File: config.mk
export PLATFORM = sky130hd
export DESIGN_NAME = stepdown_softstart_seq
export DESIGN_NICKNAME = d
export VERILOG_FILES = /design/src/rtl/stepdown_softstart_seq.sv
export SDC_FILE = /design/constraint.sdc
export NUM_CORES = 1
export LEC_CHECK = 0
export ABC_AREA = 1
export CAP_MARGIN = 20
export CELL_PAD_IN_SITES_DETAIL_PLACEMENT = 0
export CELL_PAD_IN_SITES_GLOBAL_PLACEMENT = 1
export CORE_ASPECT_RATIO = 1.2
export CORE_UTILIZATION = 38
export DETAILED_ROUTE_END_ITERATION = 8
export PLACE_DENSITY_LB_ADDON = 0.05
export SKIP_CTS_REPAIR_TIMING = 1
export SYNTH_ARGS = -nofsm -noshare
export SYNTH_HDL_FRONTEND = slang
export SYNTH_SLANG_ARGS = --single-unit
File: constraint.sdc
create_clock -name CLK -period 1.65 [get_ports CLK]
set_input_delay 0.33 -clock CLK [delete_from_list [all_inputs] [get_ports CLK]]
set_output_delay 0.33 -clock CLK [all_outputs]
set_load 0.02 [all_outputs]
File: src/rtl/stepdown_softstart_seq.sv
// Soft-start sequencer: start delay, then a prescaled reference ramp to full
// scale, with current-limit pause and abort-to-zero on disable/UVLO/fault.
module stepdown_softstart_seq #(
  parameter int CODE_W    = 6,
  parameter int PRESCALE  = 16,
  parameter int START_DLY = 8
) (
  input  logic              CLK,
  input  logic              RST,
  input  logic              en,
  input  logic              uvlo_ok,
  input  logic              fault,
  input  logic              ilim,
  output logic [CODE_W-1:0] ss_code,
  output logic              tstate,
  output logic              step_pulse,
  output logic              ss_ok,
  output logic              ss_done,
  input  logic              CELV,
  input  logic              CELG,
  input  logic              SUB
);

  localparam int PW = $clog2(PRESCALE);
  localparam int DW = (START_DLY > 1) ? $clog2(START_DLY) : 1;

  localparam logic [CODE_W-1:0] FULL_M1 = {{(CODE_W-1){1'b1}}, 1'b0};
  localparam logic [PW-1:0]     PS_TC   = PW'(PRESCALE - 1);
  localparam logic [DW-1:0]     DLY_TC  = DW'(START_DLY - 1);

  typedef enum logic [1:0] {
    S_IDLE,
    S_WAIT,
    S_RAMP,
    S_DONE
  } state_t;

  state_t            state;
  state_t            state_d;
  logic [PW-1:0]     presc;
  logic [PW-1:0]     presc_d;
  logic [DW-1:0]     dly;
  logic [DW-1:0]     dly_d;
  logic [CODE_W-1:0] code_d;
  logic              step;
  logic              abort;
  logic              tstate_d;
  logic              pulse_d;
  logic              ok_d;
  logic              done_d;

  // Supply pins have no logic function here.
  wire unused_pins = &{1'b0, CELV, CELG, SUB};

  assign abort = !en || !uvlo_ok || fault;

  always_ff @(posedge CLK or posedge RST) begin
    if (RST) begin
      state      <= S_IDLE;
      presc      <= '0;
      dly        <= '0;
      ss_code    <= '0;
      tstate     <= 1'b0;
      step_pulse <= 1'b0;
      ss_ok      <= 1'b0;
      ss_done    <= 1'b0;
    end else begin
      state      <= state_d;
      presc      <= presc_d;
      dly        <= dly_d;
      ss_code    <= code_d;
      tstate     <= tstate_d;
      step_pulse <= pulse_d;
      ss_ok      <= ok_d;
      ss_done    <= done_d;
    end
  end

  always_comb begin
    state_d = state;
    presc_d = presc;
    dly_d   = dly;
    code_d  = ss_code;
    step    = 1'b0;
    if (abort) begin
      state_d = S_IDLE;
      presc_d = '0;
      dly_d   = '0;
      code_d  = '0;
    end else begin
      unique case (state)
        S_IDLE: begin
          state_d = S_WAIT;
          dly_d   = '0;
        end
        S_WAIT: begin
          if (dly == DLY_TC) begin
            state_d = S_RAMP;
            presc_d = '0;
          end else begin
            dly_d = dly + 1'b1;
          end
        end
        S_RAMP: begin
          presc_d = (presc == PS_TC) ? '0 : presc + 1'b1;
          // ilim only matters at terminal count: it skips a whole slot
          if (presc == PS_TC && !ilim) begin
            step   = 1'b1;
            code_d = ss_code + 1'b1;
            if (ss_code == FULL_M1)
              state_d = S_DONE;
          end
        end
        S_DONE: begin
          state_d = S_DONE;
        end
      endcase
    end
  end

  always_comb begin
    tstate_d = (state_d == S_RAMP);
    pulse_d  = step;
    ok_d     = !abort;
    done_d   = (state_d == S_DONE);
  end

endmodule

==> impl_metrics.env <==
export IMPL_outcome="complete, no violations"
export IMPL_max_freq_ghz=0.632
export IMPL_num_rows=20
export IMPL_die_h_um=58.5
export IMPL_fin_ws_ps=66.9
export IMPL_min_period_ps=1580
export IMPL_placed_area_mm2=0.00122
export IMPL_max_slew_worst_pin_slew_ps=250
export IMPL_vias_per_cell=4.65
export IMPL_crit_family="buffers and inverters"
export IMPL_path_class="reg -> out"
export IMPL_cts_tree="yes"
export IMPL_endpoint_kind="primary output"
export IMPL_core_mm2=0.00253
export IMPL_synth_cells=111
export IMPL_period_share_pct=95.9
export IMPL_grt_pass1_wl_um=3080
export IMPL_wl_per_cell_um=10.7
export IMPL_synth_distinct_cells=24
export IMPL_crit_fanout=2
export IMPL_syn_area_per_cell_um2=9.11
export IMPL_drt_total_wl_um=1770
export IMPL_instances_no_fill=165
export IMPL_cts_sinks=19
export IMPL_cp_slowest_cell="clkdlybuf4s50_1"
export IMPL_post_place_cells=161
export IMPL_hold_viol_final=0
export IMPL_antenna_found_initial=0
export IMPL_maxSlewViolCount=0
export IMPL_place_congestion=0.798
export IMPL_preCtsSetupSlack_ps=93.6
export IMPL_crit_buf_inv=1
export IMPL_synth_area_leader_cell="dfrtp_1"
export IMPL_synth_warnings=0
export IMPL_grt_pass1_vias=750
export IMPL_dieArea_mm2=0.00287
export IMPL_grt_overflow_total=0
export IMPL_worstSkewPairLatency_ps=290
export IMPL_final_common_cell="nand2_1"
export IMPL_htree_levels=1
export IMPL_die_x_um=49.1
export IMPL_yosysSeqAreaShare_pct=47.0
export IMPL_synth_area_mm2=0.00101
export IMPL_synth_nets=125
export IMPL_ys_top_cells_by_area="dfrtp_1, nand2_1, ha_1"
export IMPL_drv_cap=0
export IMPL_layout_drive_gt1_share_pct=18.2
export IMPL_ir_drop_mv=0.311
export IMPL_vias=767
export IMPL_remaining_drc_errors=0
export IMPL_grt_usage_pct=14.3
export IMPL_required_ps=1320
export IMPL_synthToLayoutAreaGrowth_pct=24.4
export IMPL_synth_seq_cells=19
export IMPL_io_pins=19
export IMPL_final_cell_mix="nand2_1, dfrtp_1, inv_1"
export IMPL_p_leak_nw=0.733
export IMPL_io_buffers=15
export IMPL_post_dp_hpwl_um=1350
export IMPL_clk_pin_slew_worst_paths_ps=110
export IMPL_hold_class="in -> async"
export IMPL_startpoint_type="flop"
export IMPL_worstPathArrival_ps=1250
export IMPL_grt_max_degree=20
export IMPL_drt_first_pass_iters=3
export IMPL_cts_root_buffer="clkbuf_4"
export IMPL_fin_skew_ps=0.424
export IMPL_relSlewSlack_pct=83.3
export IMPL_nets=147
export IMPL_cpPeakStageDelay_ps=600
export IMPL_synth_top_area_share_pct=47.0
export IMPL_antenna_left=0
export IMPL_drtIter0Drc=4
export IMPL_antenna_cells=0
export IMPL_rsz0062_at_grt="no"
export IMPL_powerDensity_mw_per_mm2=592
export IMPL_setup_viol=0
export IMPL_cts_buffers_inserted=3
export IMPL_worstPathCellList="clkdlybuf4s50_1"
export IMPL_clk_path_buf_depth=2
export IMPL_initial_core_util_pct=40.0
export IMPL_final_cell_area_mm2=0.00126
-- per-layer routing --
layer	track usage, %	vias up	wire length, µm
met5	0	-	0
met4	7.56	0	17
met3	3.10	2	32
met2	26.0	8	976
met1	15.5	365	740
li1	-	392	-
-- synth_stat cells --
| library cell | count |
|---|---|
| nor2_4 | 1 |
| nand2_2 | 2 |
| o21ai_1 | 5 |
| inv_1 | 15 |
| nand3_1 | 9 |
| nand2_4 | 1 |
| nor2_1 | 5 |
| nand2_1 | 27 |
| o21a_1 | 1 |
| inv_2 | 2 |
| nor2_2 | 3 |
| nand3_4 | 2 |
| nor2_8 | 1 |
| o21ai_0 | 1 |
| xor2_1 | 2 |
| a21oi_1 | 1 |
| ha_1 | 5 |
| dfrtp_1 | 19 |
| xnor2_1 | 2 |
| clkinv_2 | 1 |
| nand3_2 | 2 |
| nand4_1 | 1 |
| o21ai_2 | 2 |
| a21oi_2 | 1 |
-- flip-flops by register name, summed over array words and instances (netlist names) --
name        count
state           2
step_pulse      1
ss_code         6
ss_ok           1
presc           4
tstate          1
ss_done         1
dly             3
-- worst paths after layout --
kind | slack, ps | endpoint | from | depth (start not counted)
min in group CLK | 510 | dly[2] | dly[2] | 2
max in group asynchronous | 1110 | ss_code[1] | RST | 3
worst min register to register | 510 | dly[2] | dly[2] | 2
worst max-delay path | 70 | ss_code[4] | ss_code[4] | 1
worst min-delay path | 340 | dly[0] | RST | 3
worst max register to register | 220 | dly[0] | dly[0] | 5
-- area by class of cell --
class                   count  area, µm²
repair buffers             17        178
inverters                  18       68.8
fillers                   260       1270
flip-flops and latches     19        475
clock inverters             1       5.00
clock buffers               3       22.5
multi-input cells          74        467
well taps                  33       41.3
-- metrics by stage --
stage,TNS (ps),power (mW),util [%],hold slack [ps]
final,0,0.744,49.8,342
after global routing,0,0.783,49.8,362
after CTS,-294,0.759,49.3,347
after detailed placement,0,0.525,48.2,489
after global placement,0,0.525,48.2,470
after floorplan,0,0.501,-,281
-- cell families (layout without fill, tap and decap cells) --
kind of cell / count (synthesis) / after routing / share of synthesized area (%)
AO/OA/AOI/OAI: 11 / 11 / 6.81
XOR/XNOR: 4 / 4 / 3.47
adder cells (fa/ha/maj): 5 / 5 / 6.19
buffers and inverters: 18 / 39 / 6.81
flip-flops: 19 / 19 / 47.0
AND/OR/NAND/NOR: 54 / 54 / 29.7
-- power breakdown --
part | internal [mW] | leakage [nW] | switching [mW]
sequential | 0.468 | 0.264 | 0.00212
combinational | 0.0184 | 0.450 | 0.0257
clock | 0.0901 | 0.0177 | 0.140
Note: power is estimated with default switching activity, not from simulation.
